--- src/rtl/decode_buffer_if.sv ---
// decode_buffer_if: fetch-side, backend-side and control signals of the decode buffer
interface decode_buffer_if #(parameter int DEPTH = 4, parameter int XLEN = 32);
  logic flush;
  logic in_valid;
  logic in_ready;
  logic [31:0] in_instr;
  logic [XLEN-1:0] in_pc;
  logic out_valid;
  logic out_ready;
  logic [31:0] out_instr;
  logic [XLEN-1:0] out_pc;
  logic out_illegal;
  logic out_regwrite;
  logic out_is_mem;
  logic out_is_cflow;
  logic out_serialize;
  logic serialize_done;
  logic [$clog2(DEPTH):0] count;
  modport master (
    output flush, in_valid, in_instr, in_pc, out_ready, serialize_done,
    input in_ready, out_valid, out_instr, out_pc, out_illegal, out_regwrite,
    out_is_mem, out_is_cflow, out_serialize, count
  );
  modport slave (
    input flush, in_valid, in_instr, in_pc, out_ready, serialize_done,
    output in_ready, out_valid, out_instr, out_pc, out_illegal, out_regwrite,
    out_is_mem, out_is_cflow, out_serialize, count
  );
endinterface

--- src/rtl/decode_buffer.sv ---
// decode_buffer: predecoding instruction FIFO that stalls after serializing instructions
module decode_buffer #(
  parameter int DEPTH = 4,
  parameter int XLEN = 32,
  parameter bit ENABLE_M = 1,
  parameter bit ENABLE_ZICSR = 1
) (
  input logic clk,
  input logic rst,
  decode_buffer_if.slave bus
);
  localparam int AW = $clog2(DEPTH);
  localparam logic [6:0] OP = 7'b0110011, OP_IMM = 7'b0010011, LOAD = 7'b0000011,
    STORE = 7'b0100011, LUI = 7'b0110111, AUIPC = 7'b0010111, BRANCH = 7'b1100011,
    JAL = 7'b1101111, JALR = 7'b1100111, MISC_MEM = 7'b0001111, SYSTEM = 7'b1110011;
  typedef enum logic {RUN, WAIT} state_t;
  state_t state, state_n;
  logic [AW-1:0] wptr, rptr;
  logic [AW:0] count;
  logic [31:0] instr_q [DEPTH];
  logic [XLEN-1:0] pc_q [DEPTH];
  logic [4:0] flags_q [DEPTH];
  logic [6:0] op, f7;
  logic [2:0] f3;
  logic [11:0] imm;
  logic is_sys, csr, illegal, regwrite, is_mem, is_cflow, serialize, enq, deq;
  assign op = bus.in_instr[6:0];
  assign f3 = bus.in_instr[14:12];
  assign f7 = bus.in_instr[31:25];
  assign imm = bus.in_instr[31:20];
  assign is_sys = op == SYSTEM;
  assign csr = is_sys && f3 != 3'b000;
  assign illegal = bus.in_instr[1:0] != 2'b11
    || !(op inside {OP, OP_IMM, LOAD, STORE, LUI, AUIPC, BRANCH, JAL, JALR, MISC_MEM, SYSTEM})
    || (op == OP && !(f7 == 7'h00 || f7 == 7'h20 || (ENABLE_M && f7 == 7'h01)))
    || (is_sys && f3 == 3'b000 && !(imm inside {12'h000, 12'h001, 12'h302, 12'h105}))
    || (csr && !ENABLE_ZICSR);
  assign regwrite = !illegal && ((op inside {OP, OP_IMM, LOAD, LUI, AUIPC, JAL, JALR}) || csr);
  assign is_mem = !illegal && (op inside {LOAD, STORE});
  assign is_cflow = !illegal && (op inside {BRANCH, JAL, JALR});
  // WFI is the only legal SYSTEM funct3=0 instruction that does not serialize
  assign serialize = illegal || (op == MISC_MEM && f3 == 3'b001) || csr
    || (is_sys && f3 == 3'b000 && imm != 12'h105);
  assign enq = bus.in_valid && bus.in_ready && !bus.flush;
  assign deq = bus.out_valid && bus.out_ready && !bus.flush;
  assign bus.in_ready = count < (AW+1)'(DEPTH);
  assign bus.out_valid = count != '0 && state == RUN;
  assign bus.count = count;
  assign bus.out_instr = instr_q[rptr];
  assign bus.out_pc = pc_q[rptr];
  assign {bus.out_illegal, bus.out_regwrite, bus.out_is_mem, bus.out_is_cflow, bus.out_serialize} = flags_q[rptr];
  always_comb begin
    state_n = bus.flush ? RUN
      : (state == RUN) ? ((deq && bus.out_serialize) ? WAIT : RUN)
      : (bus.serialize_done ? RUN : WAIT);
  end
  always_ff @(posedge clk or posedge rst) begin
    if (rst) begin
      state <= RUN;
      wptr <= '0;
      rptr <= '0;
      count <= '0;
    end else if (bus.flush) begin
      state <= RUN;
      wptr <= '0;
      rptr <= '0;
      count <= '0;
    end else begin
      state <= state_n;
      wptr <= wptr + AW'(enq);
      rptr <= rptr + AW'(deq);
      count <= count + (AW+1)'(enq) - (AW+1)'(deq);
    end
  end
  always_ff @(posedge clk) begin
    if (enq) begin
      instr_q[wptr] <= bus.in_instr;
      pc_q[wptr] <= bus.in_pc;
      flags_q[wptr] <= {illegal, regwrite, is_mem, is_cflow, serialize};
    end
  end
endmodule

--- src/flat_wrapper.sv ---
// flat-port wrapper written by rule: the top's interface ports become plain ports
module decode_buffer_flat 
#(
  parameter int DEPTH = 4,
  parameter int XLEN = 32,
  parameter bit ENABLE_M = 1,
  parameter bit ENABLE_ZICSR = 1
)
  (clk, rst, bus_flush, bus_in_valid, bus_in_instr, bus_in_pc, bus_out_ready, bus_serialize_done, bus_in_ready, bus_out_valid, bus_out_instr, bus_out_pc, bus_out_illegal, bus_out_regwrite, bus_out_is_mem, bus_out_is_cflow, bus_out_serialize, bus_count);
  decode_buffer_if #(.DEPTH(DEPTH), .XLEN(XLEN)) bus_i ();
  input logic clk;
  input logic rst;
  input wire logic [$bits(bus_i.flush)-1:0] bus_flush;
  input wire logic [$bits(bus_i.in_valid)-1:0] bus_in_valid;
  input wire logic [$bits(bus_i.in_instr)-1:0] bus_in_instr;
  input wire logic [$bits(bus_i.in_pc)-1:0] bus_in_pc;
  input wire logic [$bits(bus_i.out_ready)-1:0] bus_out_ready;
  input wire logic [$bits(bus_i.serialize_done)-1:0] bus_serialize_done;
  output wire logic [$bits(bus_i.in_ready)-1:0] bus_in_ready;
  output wire logic [$bits(bus_i.out_valid)-1:0] bus_out_valid;
  output wire logic [$bits(bus_i.out_instr)-1:0] bus_out_instr;
  output wire logic [$bits(bus_i.out_pc)-1:0] bus_out_pc;
  output wire logic [$bits(bus_i.out_illegal)-1:0] bus_out_illegal;
  output wire logic [$bits(bus_i.out_regwrite)-1:0] bus_out_regwrite;
  output wire logic [$bits(bus_i.out_is_mem)-1:0] bus_out_is_mem;
  output wire logic [$bits(bus_i.out_is_cflow)-1:0] bus_out_is_cflow;
  output wire logic [$bits(bus_i.out_serialize)-1:0] bus_out_serialize;
  output wire logic [$bits(bus_i.count)-1:0] bus_count;
  assign bus_i.flush = bus_flush;
  assign bus_i.in_valid = bus_in_valid;
  assign bus_i.in_instr = bus_in_instr;
  assign bus_i.in_pc = bus_in_pc;
  assign bus_i.out_ready = bus_out_ready;
  assign bus_i.serialize_done = bus_serialize_done;
  assign bus_in_ready = bus_i.in_ready;
  assign bus_out_valid = bus_i.out_valid;
  assign bus_out_instr = bus_i.out_instr;
  assign bus_out_pc = bus_i.out_pc;
  assign bus_out_illegal = bus_i.out_illegal;
  assign bus_out_regwrite = bus_i.out_regwrite;
  assign bus_out_is_mem = bus_i.out_is_mem;
  assign bus_out_is_cflow = bus_i.out_is_cflow;
  assign bus_out_serialize = bus_i.out_serialize;
  assign bus_count = bus_i.count;
  decode_buffer #(.DEPTH(DEPTH), .XLEN(XLEN), .ENABLE_M(ENABLE_M), .ENABLE_ZICSR(ENABLE_ZICSR)) u_core (.clk(clk), .rst(rst), .bus(bus_i));
endmodule
--- config.mk ---
export PLATFORM = sky130hd
export DESIGN_NAME = decode_buffer_flat
export DESIGN_NICKNAME = d
export VERILOG_FILES = /design/src/rtl/decode_buffer_if.sv /design/src/rtl/decode_buffer.sv /design/src/flat_wrapper.sv
export SDC_FILE = /design/constraint.sdc
export NUM_CORES = 1
export LEC_CHECK = 0
export CAP_MARGIN = 20
export CORE_AREA = 3 3 134 168
export CTS_BUF_LIST = sky130_fd_sc_hd__clkbuf_8
export DETAILED_ROUTE_END_ITERATION = 8
export DIE_AREA = 0 0 137 171
export PLACE_DENSITY = 0.77
export SYNTH_ARGS = -nofsm -noshare
export SYNTH_HDL_FRONTEND = slang
export SYNTH_SLANG_ARGS = --single-unit
--- constraint.sdc ---
create_clock -name clk -period 5.85 [get_ports clk]
set_input_delay 1.17 -clock clk [delete_from_list [all_inputs] [get_ports clk]]
set_output_delay 1.17 -clock clk [all_outputs]
set_load 0.03 [all_outputs]
Word-level counts from Yosys, hierarchy flattened
Memories as Yosys holds them, arrays and structs flattened.
Index checks and enable logic that the tools add are counted.
{"block": "totals", "reg_bits": 8, "latch_bits": 0, "mem_bits_rw": 276, "rom_bits": 0, "inputBits": 70, "out_inout_bits": 74, "memories": 3}
{"block": "classes", "n_addsub": 4, "n_mul": 0, "div": 0, "order_cmp": 1, "eq_ne": 19, "shift": 0, "n_mux": 9, "n_bitwise": 1, "n_reduce_logical": 39}
{"memory": "u_core.instr_q", "depth": 4, "width": 32, "rd": 1, "rd_ports_with_merged_regs": 0, "wr": 1, "line_no": "decode_buffer.sv:20", "rtl": "logic [31:0] instr_q [DEPTH];"}
{"memory": "u_core.pc_q", "depth": 4, "width": 32, "rd": 1, "rd_ports_with_merged_regs": 0, "wr": 1, "line_no": "decode_buffer.sv:21", "rtl": "logic [XLEN-1:0] pc_q [DEPTH];"}
{"memory": "u_core.flags_q", "depth": 4, "width": 5, "rd": 1, "rd_ports_with_merged_regs": 0, "wr": 1, "line_no": "decode_buffer.sv:22", "rtl": "logic [4:0] flags_q [DEPTH];"}
{"op": "7-bit by 6-bit == test with 1-bit output, second input constant", "count": 4}
{"op": "7-bit == test, second input constant", "count": 4}
{"op": "1-bit logical AND", "count": 15}
{"op": "7-bit by 5-bit == test with 1-bit output, second input constant", "count": 2}
{"op": "12-bit by 1-bit == test with 1-bit output, second input constant", "count": 1}
{"op": "12-bit by 10-bit == test with 1-bit output, second input constant", "count": 1}
{"op": "12-bit by 9-bit == test with 1-bit output, second input constant", "count": 1}
{"op": "12-bit logical NOT", "count": 1}
{"op": "12-bit by 9-bit != test with 1-bit output, second input constant", "count": 1}
{"op": "11-bit nonzero test", "count": 1}
{"op": "1-bit logical OR", "count": 9}
{"op": "3-bit nonzero test", "count": 3}
{"op": "7-bit by 1-bit == test with 1-bit output, second input constant", "count": 1}
{"op": "7-bit by 2-bit == test with 1-bit output, second input constant", "count": 1}
{"op": "7-bit by 4-bit == test with 1-bit output, second input constant", "count": 1}
{"op": "7-bit logical NOT", "count": 1}
{"op": "7-bit nonzero test", "count": 1}
{"op": "1-bit 2-to-1 mux", "count": 6}
{"op": "1-bit logical NOT", "count": 5}
{"op": "2-bit by 1-bit adder with 2-bit output", "count": 2}
{"op": "2-bit 2-to-1 mux", "count": 2}
{"op": "4-bit nonzero test", "count": 1}
{"op": "3-bit by 1-bit adder with 3-bit output", "count": 1}
{"op": "3-bit by 1-bit == test with 1-bit output, second input constant", "count": 1}
{"op": "other kinds (7)", "count": 7}

Longest topological paths before layout
Gate-level depths: netlist of run 1.
{"block": "depth", "word_depth": 10, "mapped_depth": 9}

Worst setup path before layout of run 1
OpenSTA, ideal clock, no wires.
{"block": "synth_path", "kind": "input port to flip-flop", "startpoint": "input port bus_flush", "endpoint": "memory u_core.flags_q[2][0], enable pin", "setup_ps": 595, "t_arrival_ps": 6602, "required_time_ps": 5255, "slack_ps": -1348, "stages": 4, "n_path_buf": 1, "cell_sequence": "clkbuf_1 > nor2_1 > nand2_1 > nor3b_1"}
{"block": "synth_between", "elab_chain_cells": 4}
{"element": "from (decl)", "line_no": "flat_wrapper.sv:13", "rtl": "input wire logic [$bits(bus_i.flush)-1:0] bus_flush;"}
{"element": "1-bit logical NOT", "line_no": "decode_buffer.sv:44", "rtl": "assign enq = bus.in_valid && bus.in_ready && !bus.flush;"}
{"element": "1-bit logical AND", "line_no": "decode_buffer.sv:44"}
{"element": "1-bit 2-to-1 mux", "line_no": "decode_buffer.sv:76", "rtl": "if (enq) begin"}
{"element": "1-bit 2-to-1 mux (implied by the code)", "line_no": "decode_buffer.sv:79", "rtl": "flags_q[wptr] <= {illegal, regwrite, is_mem, is_cflow, serialize};"}
{"element": "to (decl)", "line_no": "decode_buffer.sv:22"}
Every way passes these cells.

Worst setup path in the final report of run 1
{"block": "layout_path", "startpoint": "register u_core.rptr[0]", "endpoint": "output port bus_out_instr[20]"}
{"block": "layout_between", "elab_chain_cells": 1}
{"element": "from (decl)", "line_no": "decode_buffer.sv:18", "rtl": "logic [AW-1:0] wptr, rptr;"}
{"element": "from (signal assigned)", "line_no": "decode_buffer.sv:71", "rtl": "rptr <= rptr + AW'(deq);"}
{"element": "memory 4 x 32 bit"}
{"element": "to (decl)", "line_no": "flat_wrapper.sv:21", "rtl": "output wire logic [$bits(bus_i.out_instr)-1:0] bus_out_instr;"}
Every way passes these cells.

==> run_results.csv, run 1 <==
group,metric,value,unit
final_layout,nNetsFinal,700,
synthesis,synth_top_family_by_area,"multiplexers",
route,drtPass1Iterations,4,
synthesis,syn_nets,524,
route,drt-total-wl,19800,um
global_route,met2_usage,0.293,
final_layout,drive_gt1_frac,0.220,
clocking,path_clk_slew,0.06,ns
synthesis,synth_cell_types,38,
global_route,antenna_found_initial,0,
synthesis,yosysWarningCount,0,
synthesis,ys_seq_elements,284,
die,io_pins,144,
pwr,irDropWorstVdd,0.246,mV
clocking,cts_tree,"done",
placed_design,dpl_worst_slack,1.92,ns
setup_path,endpoint,"bus_out_instr[20]",
setup_path,max_stage_delay,1.05,ns
final_layout,fin_area,0.0133,mm2
clocking,cts_max_path_buffers,3,
synthesis,synth_area_leaders,"edfxtp_1, mux4_2, dfrtp_1",
setup_path,crit_start,"u_core.rptr[0]",
pwr,leakagePower,0.00426,uW
setup_path,crit_fanout,47,
die,die_y,171,um
sta,setup_viol,0,
synthesis,synth_edf_count,276,
route,dr.first_iter.drc_count,326,
final_layout,multi_input_area,0.00206,mm2
synthesis,syn_area_per_cell,23.7,um2
synthesis,synth_compound_area_frac,0.0109,
final_layout,regArea,0.00850,mm2
sta,max_slew_margin,0.285,
sta,hold_viol,0,
setup_path,critical_path.endpoint_type,"primary output",
route,routed_via_density,5.55,
synthesis,synth-xor-area-share,0.00329,
clocking,cts_root_buf,"clkbuf_8",
synthesis,ys_seq_area_frac,0.798,
global_route,grt_pass1_wl,31100,um
route,drc,0,
placed_design,dpl_cell_area,0.0124,mm2
setup_path,path_class,"flip-flop to primary output",
clocking,post-cts-setup-buffers,0,
setup_path,cp.required,4.68,ns
synthesis,synth.area.mux_share,0.146,
clocking,htreeDepth,2,
synthesis,synth-main-ff-cell,"edfxtp_1",
sta,fin_skew,0.0177,ns
setup_path,worstRegToRegCells,9,
synthesis,yosysTopAreaCell,"edfxtp_1",
job,maxCapViolCount,0,
pwr,power_density,370,mW/mm2
clocking,holdBufCountCts,0,
route,ant_nets,0,
synthesis,synth_cells,449,
sta,rsz0062_at_grt,"no",
setup_path,cp_cell_sequence,"buf_4, mux4_2, clkdlybuf4s50_1",
clocking,numClockSinks,284,
global_route,track_usage,0.175,
synthesis,synth_common_cells,"edfxtp_1, mux4_2, nor2_1",
die,core-area,0.0210,mm2
global_route,grt_pass1_vias,5632,
global_route,grt_max_degree,71,
die,start_util,0.507,
sta,fin_crit,4.37,ns
clocking,numCtsBuffers,42,
final_layout,n_antenna_cell,0,
clocking,insertion_delay,0.54,ns
placed_design,gp_congestion,0.766,
setup_path,start_kind,"flip-flop",
global_route,use_met3,0.0435,
route,routedWlPerCell,21.3,um
synthesis,synth_fa_ha_area_frac,0.00659,
final_layout,syn_to_final_growth,25.3,%
placed_design,hpwl,11400,um
global_route,use_met1,0.228,
final_layout,fillers,1409,
global_route,grt_overflow,0,
sta,fin_crit_sh,0.746,
clocking,cts_resized,0,
synthesis,synth_area,0.0106,mm2
sta,setup_tns,0,ns
setup_path,cp.arrival,3.20,ns
die,num_rows,59,
sta,setup_slack,1.48,ns
sta,slew_viol_final,0,
global_route,grt-busiest-layer,"met2",
setup_path,r2r-start,"u_core.bus.count[1]",
synthesis,synthSimpleGateAreaFrac,0.0233,
setup_path,r2r_setup_slack,3.35,ns
synthesis,synth-async-reset-ratio,0.0282,
sta,worst_pin_slew,1.07,ns
route,vias,5161,
min_path,hp-class,"flip-flop to flip-flop",
die,dieWidth,137,um
status,status,"completed",
sta,fmax,229,MHz
synthesis,synth.most_common_cell,"edfxtp_1",
die,dieArea,0.0234,mm2
setup_path,r2r-end,"u_core.bus.count[2]",
synthesis,synth_top_area_share,0.779,
placed_design,io_buffers,143,
setup_path,crit_slowest_cell,"dfrtp_4",
-- state kept, by name, indices dropped and copies added (netlist names) --
signal            count
u_core.flags_q       20
u_core.pc_q         128
u_core.instr_q      128
u_core.state          1
u_core.rptr           2
u_core.wptr           2
u_core.bus.count      3
-- critical path: cells and delay by family (launching register included) --
kind / cells / cell delay, ns
buffers and inverters: 2 / 1.04
DFF: 1 / 1.05
muxes: 1 / 0.55
-- worst min path at each step --
stage	from	end	slack, ns	depth (start not counted)
after detailed placement	u_core.state	u_core.state	0.64	3
after floorplan	u_core.wptr[1]	u_core.wptr[1]	0.56	2
final	u_core.state	u_core.state	0.66	3
after global placement	u_core.state	u_core.state	0.64	3
after global routing	u_core.bus.count[1]	u_core.bus.count[1]	0.75	2
after CTS	u_core.state	u_core.state	0.66	3
-- metrics by stage --
step	total power, uW	cells	hold slack (ns)	utilization
2_1_floorplan	2930	449	0.563	-
4_1_cts	5010	930	0.658	0.636
3_3_place_gp	3250	855	0.635	0.592
6_report	4940	930	0.664	0.636
3_5_place_dp	3280	855	0.638	0.592
5_1_grt	5140	930	0.750	0.636
-- layout make-up --
| cell class | count | share of cell area |
|---|---|---|
| inverters | 10 | 0.00282 |
| multi-input cells | 138 | 0.154 |
| repair buffers | 149 | 0.111 |
| clock inverters | 29 | 0.0213 |
| clock buffers | 46 | 0.0475 |
| well taps | 274 | 0.0257 |
| flip-flops and latches | 284 | 0.637 |
-- per-layer routing --
metal	part of all wire	vias up
met2	0.52	211
met1	0.39	2657
met3	0.075	38
li1	-	2255
met4	0.020	0
met5	0	-
-- placed cells by master, fill, tap and decap left out, types with 2 or more instances in the layout --
cell	instances
edfxtp_1	276
clkdlybuf4s50_1	143
mux4_2	69
clkbuf_8	46
inv_1	18
nor2_1	12
clkinv_1	9
bufinv_16	6
buf_4	6
dfrtp_1	6
nand2_1	5
nor2b_1	5
nor3_1	4
o21ai_0	4
ha_1	4
a21oi_1	3
xnor2_1	3
clkinv_2	3
nor4_1	2
o211ai_1	2
nand4_1	2
inv_6	2
dfrtp_4	2
-- power by group --
| group | leakage (uW) | switching [uW] | internal (uW) |
|---|---|---|---|
| Sequential | 0.00260 | 73.7 | 2320 |
| Clock | 0.000493 | 719 | 994 |
| Combinational | 0.00116 | 430 | 402 |
-- cell families after synthesis --
family | Yosys count
flip-flops | 284
multiplexers | 69
AND/OR/NAND/NOR | 45
buffers and inverters | 27
AO/OA/AOI/OAI | 15
adder cells (fa/ha/maj) | 5
XOR/XNOR | 4
(Power assumes the default switching activity.)
==> run 2, diff against run 1 <==
==> constraint.sdc (replaced) <==
create_clock -name clk -period 3.88 [get_ports clk]
set_input_delay 0.776 -clock clk [delete_from_list [all_inputs] [get_ports clk]]
set_output_delay 0.776 -clock clk [all_outputs]
set_load 0.03 [all_outputs]
==> run 2 against run 1 <==
  * Power rose by 45%
  * Count of clock-buffer cells in the layout fell by 1
  * Hold slack got worse by 0.15 ns
  * Die area did not move
  * Largest cell class unchanged
  * Wire length barely moved
  * Clock skew rose by 0.0057 ns
  * Via count barely moved
==> run_results.csv, run 2 (synthesis gave the netlist of run 1 again) <==
group,metric,value,unit
status,status,"completed",
global_route,grt_pass1_vias,5679,
final_layout,nNetsFinal,707,
route,vias,5156,
clocking,cts_max_path_buffers,3,
final_layout,layout_commonest_cell,"edfxtp_1",
sta,setup_slack,0.285,ns
global_route,grt_pass1_wl,30800,um
clocking,cts_tree,"done",
final_layout,top_regs,"u_core.instr_q: 128 flops, u_core.pc_q: 128 flops, u_core.flags_q: 20 flops",
global_route,grt_max_degree,70,
sta,fin_skew,0.0234,ns
die,num_rows,59,
route,drc,0,
final_layout,regArea,0.00850,mm2
final_layout,multi_input_area,0.00206,mm2
pwr,irDropWorstVdd,0.301,mV
setup_path,cp.required,3.10,ns
placed_design,hpwl,11800,um
final_layout,final_cell_mix,"edfxtp_1, clkdlybuf4s50_1, mux4_2",
setup_path,path_class,"flip-flop to primary output",
clocking,cts_root_buf,"clkbuf_8",
clocking,htreeDepth,2,
placed_design,placedCellCount,861,
final_layout,fin_cells,937,
clocking,numClockSinks,284,
sta,hold_viol,0,
final_layout,fillers,1447,
clocking,holdBufCountCts,0,
clocking,insertion_delay,0.53,ns
die,start_util,0.507,
route,dr.first_iter.drc_count,329,
global_route,grt_overflow,0,
clocking,numCtsBuffers,43,
route,highest_layer,"met4",
sta,worst_pin_slew,0.896,ns
sta,rsz0062_at_grt,"no",
clocking,post-cts-setup-buffers,0,
sta,max_slew_margin,0.395,
placed_design,gp_congestion,0.744,
die,die_y,171,um
job,maxCapViolCount,0,
placed_design,dpl_worst_slack,0.465,ns
pwr,p_total,7150,uW
die,io_pins,144,
route,met2_wirelength,10100,um
setup_path,r2r_setup_slack,1.39,ns
die,dieWidth,137,um
route,routed_via_density,5.50,
die,core-area,0.0210,mm2
die,dieArea,0.0234,mm2
final_layout,n_antenna_cell,0,
global_route,track_usage,0.173,
sta,setup_viol,0,
sta,fin_crit,3.60,ns
route,drt-met1-wl,8030,um
pwr,leakagePower,0.00425,uW
min_path,hp-class,"input pin to async pin",
final_layout,drive_gt1_frac,0.219,
setup_path,start_kind,"flip-flop",
pwr,power_density,537,mW/mm2
global_route,antenna_found_initial,0,
setup_path,critical_path.endpoint_type,"primary output",
route,routedWlPerCell,21.2,um
final_layout,syn_to_final_growth,25.2,%
sta,fin_crit_sh,0.927,
route,ant_nets,0,
clocking,cts_resized,0,
placed_design,io_buffers,143,
route,drtPass1Iterations,4,
route,drt-total-wl,19800,um
clocking,path_clk_slew,0.06,ns
setup_path,crit_fanout,27,
sta,setup_tns,0,ns
setup_path,cp.arrival,2.82,ns
sta,fmax,278,MHz
route,route.met3.wl,1270,um
sta,slew_viol_final,0,
## run 2: changes by cell type in the layout (fill, tap and decap cells not counted)
cell | before | now
inv_6 | 2 | 0
clkinvlp_4 | 1 | 0
bufinv_16 | 6 | 2
buf_12 | 0 | 5
clkinv_4 | 0 | 1
clkinv_1 | 9 | 15
clkinv_2 | 3 | 5
clkbuf_8 | 46 | 45
buf_4 | 6 | 7
## run 2: critical path, stage by stage (launching register included)
cell and delay, ns:
dfrtp_4 0.81, buf_4 0.33, mux4_2 0.54, clkdlybuf4s50_1 0.62
## run 2: worst paths after layout
kind                       cells past startpoint             endpoint           startpoint
min reg2reg                                    2  u_core.bus.count[1]  u_core.bus.count[1]
min                                            2  u_core.bus.count[0]                  rst
max                                            3        bus_out_pc[1]       u_core.rptr[0]
max reg2reg                                    9  u_core.bus.count[2]  u_core.bus.count[1]
max in group asynchronous                      2       u_core.rptr[1]                  rst
min in group clk                               2  u_core.bus.count[1]  u_core.bus.count[1]
## run 2: layout make-up
type,count,area share
Clock buffer,45,0.0465
Clock inverter,31,0.0135
Inverter,10,0.00282
Multi-Input combinational cell,138,0.155
Sequential cell,284,0.638
Tap cell,274,0.0257
Timing Repair Buffer,155,0.119
## run 2: metal layers
metal  track usage  vias up
met4        0.0556        0
met1         0.230     2663
met3        0.0412       26
met2         0.286      194
li1              -     2273
met5             0        -
## run 2: report_power, final
part / leakage [uW] / internal (uW) / switching, uW
Combinational: 0.00120 / 628 / 685
Sequential: 0.00260 / 3490 / 82.5
Clock: 0.000442 / 1210 / 1060
## run 2: per-stage QoR
step	hold WS, ns	util	instance area, um2
after floorplan	0.580	-	10700
after global placement	0.645	0.597	12500
after detailed placement	0.699	0.597	12500
after CTS	0.500	0.635	13300
after global routing	0.529	0.635	13300
final	0.518	0.635	13300
==> run 3, diff against run 2 <==
--- a/config.mk
+++ b/config.mk
@@ -7,7 +7,8 @@
 export LEC_CHECK = 0
 export CAP_MARGIN = 20
 export CORE_AREA = 3 3 134 168
-export CTS_BUF_LIST = sky130_fd_sc_hd__clkbuf_8
+export CTS_BUF_LIST = sky130_fd_sc_hd__clkbuf_4 sky130_fd_sc_hd__clkbuf_8
+export CTS_CLUSTER_SIZE = 16
 export DETAILED_ROUTE_END_ITERATION = 8
 export DIE_AREA = 0 0 137 171
 export PLACE_DENSITY = 0.77
==> run 3 against run 2 <==
  * Fmax is 0.12% lower
  * Sequential share of layout area shrank 0.18 points
  * Wire length is essentially flat
  * Non-clock buffer count stayed put
  * Largest cell class unchanged
==> run_results.csv, run 3 (synthesis gave the netlist of run 1 again) <==
group,metric,value,unit
status,status,"completed",
final_layout,fin_cells,939,
setup_path,r2r_setup_slack,1.38,ns
route,routedWlPerCell,21.1,um
die,dieArea,0.0234,mm2
setup_path,crit_slowest_cell,"dfrtp_4",
final_layout,top_regs,"u_core.instr_q: 128 flops, u_core.pc_q: 128 flops, u_core.flags_q: 20 flops",
final_layout,final_cell_mix,"edfxtp_1, clkdlybuf4s50_1, mux4_2",
route,dr.first_iter.drc_count,316,
pwr,irDropWorstVdd,0.313,mV
placed_design,dpl_cell_area,0.0125,mm2
sta,slew_viol_final,0,
placed_design,io_buffers,143,
pwr,switchingPower,1820,uW
sta,worst_pin_slew,0.891,ns
pwr,swShare,0.251,
setup_path,r2r-start,"u_core.bus.count[1]",
global_route,grt_max_degree,70,
clocking,htreeDepth,2,
setup_path,crit_fanout,27,
route,drt-total-wl,19800,um
placed_design,gp_congestion,0.744,
route,highest_layer,"met4",
sta,fmax,278,MHz
setup_path,critical_path.endpoint_type,"primary output",
global_route,grt_pass1_wl,30800,um
pwr,intPower,5420,uW
final_layout,nNetsFinal,707,
route,drt-met1-wl,8070,um
setup_path,path_class,"flip-flop to primary output",
sta,setup_tns,0,ns
sta,fin_crit_sh,0.928,
sta,fin_crit,3.60,ns
final_layout,n_antenna_cell,0,
placed_design,dpl_worst_slack,0.465,ns
sta,fin_skew,0.0167,ns
setup_path,cp.arrival,2.82,ns
clocking,insertion_delay,0.52,ns
pwr,leakagePower,0.00425,uW
die,io_pins,144,
die,die_y,171,um
clocking,cts_max_path_buffers,3,
sta,max_slew_margin,0.398,
route,ant_nets,0,
route,drtPass1Iterations,6,
sta,rsz0062_at_grt,"no",
setup_path,r2r-end,"u_core.bus.count[2]",
global_route,grt_overflow,0,
die,num_rows,59,
job,maxCapViolCount,0,
clocking,cts_resized,0,
clocking,numCtsBuffers,43,
clocking,cts_tree,"done",
route,vias,5162,
global_route,grt_pass1_vias,5675,
global_route,track_usage,0.173,
setup_path,start_kind,"flip-flop",
clocking,numClockSinks,284,
route,drc,0,
final_layout,drive_gt1_frac,0.232,
route,met2_wirelength,10100,um
die,start_util,0.507,
clocking,cts_root_buf,"clkbuf_8",
pwr,pwr-share-comb,0.182,
final_layout,layout_commonest_cell,"edfxtp_1",
route,route.met3.wl,1240,um
clocking,holdBufCountCts,0,
die,core-area,0.0210,mm2
sta,setup_slack,0.280,ns
pwr,p_total,7240,uW
clocking,post-cts-setup-buffers,0,
placed_design,placedCellCount,861,
setup_path,worstRegToRegCells,9,
die,dieWidth,137,um
setup_path,cp.required,3.10,ns
clocking,path_clk_slew,0.06,ns
pwr,p_clk_frac,0.324,
pwr,power_frac_seq,0.494,
global_route,antenna_found_initial,0,
route,routed_via_density,5.50,
final_layout,syn_to_final_growth,25.6,%
placed_design,hpwl,11800,um
sta,hold_viol,0,
pwr,power_density,542,mW/mm2
sta,setup_viol,0,
setup_path,cp_cell_sequence,"buf_4, mux4_2, clkdlybuf4s50_1",
setup_path,max_stage_delay,0.81,ns
min_path,hp-class,"input pin to async pin",
final_layout,fin_area,0.0134,mm2
run 3: changes by cell type in the layout (fill, tap and decap cells not counted):
cell      delta
clkinv_1     +1
clkinv_4     -1
clkbuf_4     +9
inv_1        -8
clkinv_2     +1
run 3: power groups by stage:
stage | sequential (uW) | clock, uW | combinational, uW
after floorplan | 3610 | 0 | 799
after global placement | 3630 | 0 | 1310
after detailed placement | 3640 | 0 | 1330
after CTS | 3580 | 2410 | 1340
after global routing | 3590 | 2540 | 1400
final | 3580 | 2350 | 1310
run 3: worst max-delay path: cells and delay by family (launching register included):
family | cells | cell delay (ns)
buf+inv | 2 | 0.95
flops | 1 | 0.81
mux | 1 | 0.54
run 3: worst max path at each step:
stage                        start                   end  slack, ns
floorplan                bus_flush  u_core.flags_q[1][0]       0.25
global placement         bus_flush   u_core.bus.count[2]       0.74
detailed placement       bus_flush   u_core.bus.count[2]       0.46
CTS                 u_core.rptr[0]         bus_out_pc[1]       0.18
global route        u_core.rptr[0]         bus_out_pc[1]       0.10
finish              u_core.rptr[0]         bus_out_pc[1]       0.28
run 3: cell type report:
class | count | area [um2]
sequential | 284 | 8500
multi-input combinational | 138 | 2060
timing repair buffer | 155 | 1580
inverter | 10 | 37.5
tap | 274 | 343
clock inverter | 24 | 150
fill | 1431 | 7610
clock buffer | 54 | 687
run 3: stage by stage:
step / util / hold WS, ns
floorplan: - / 0.580
global placement: 0.597 / 0.645
detailed placement: 0.597 / 0.699
CTS: 0.637 / 0.499
global route: 0.637 / 0.529
finish: 0.637 / 0.514
run 3: layer usage:
metal	vias to the layer above	GRT usage
li1	2272	-
met1	2682	0.228
met4	0	0.0556
met3	28	0.0415
met5	-	0
met2	180	0.286
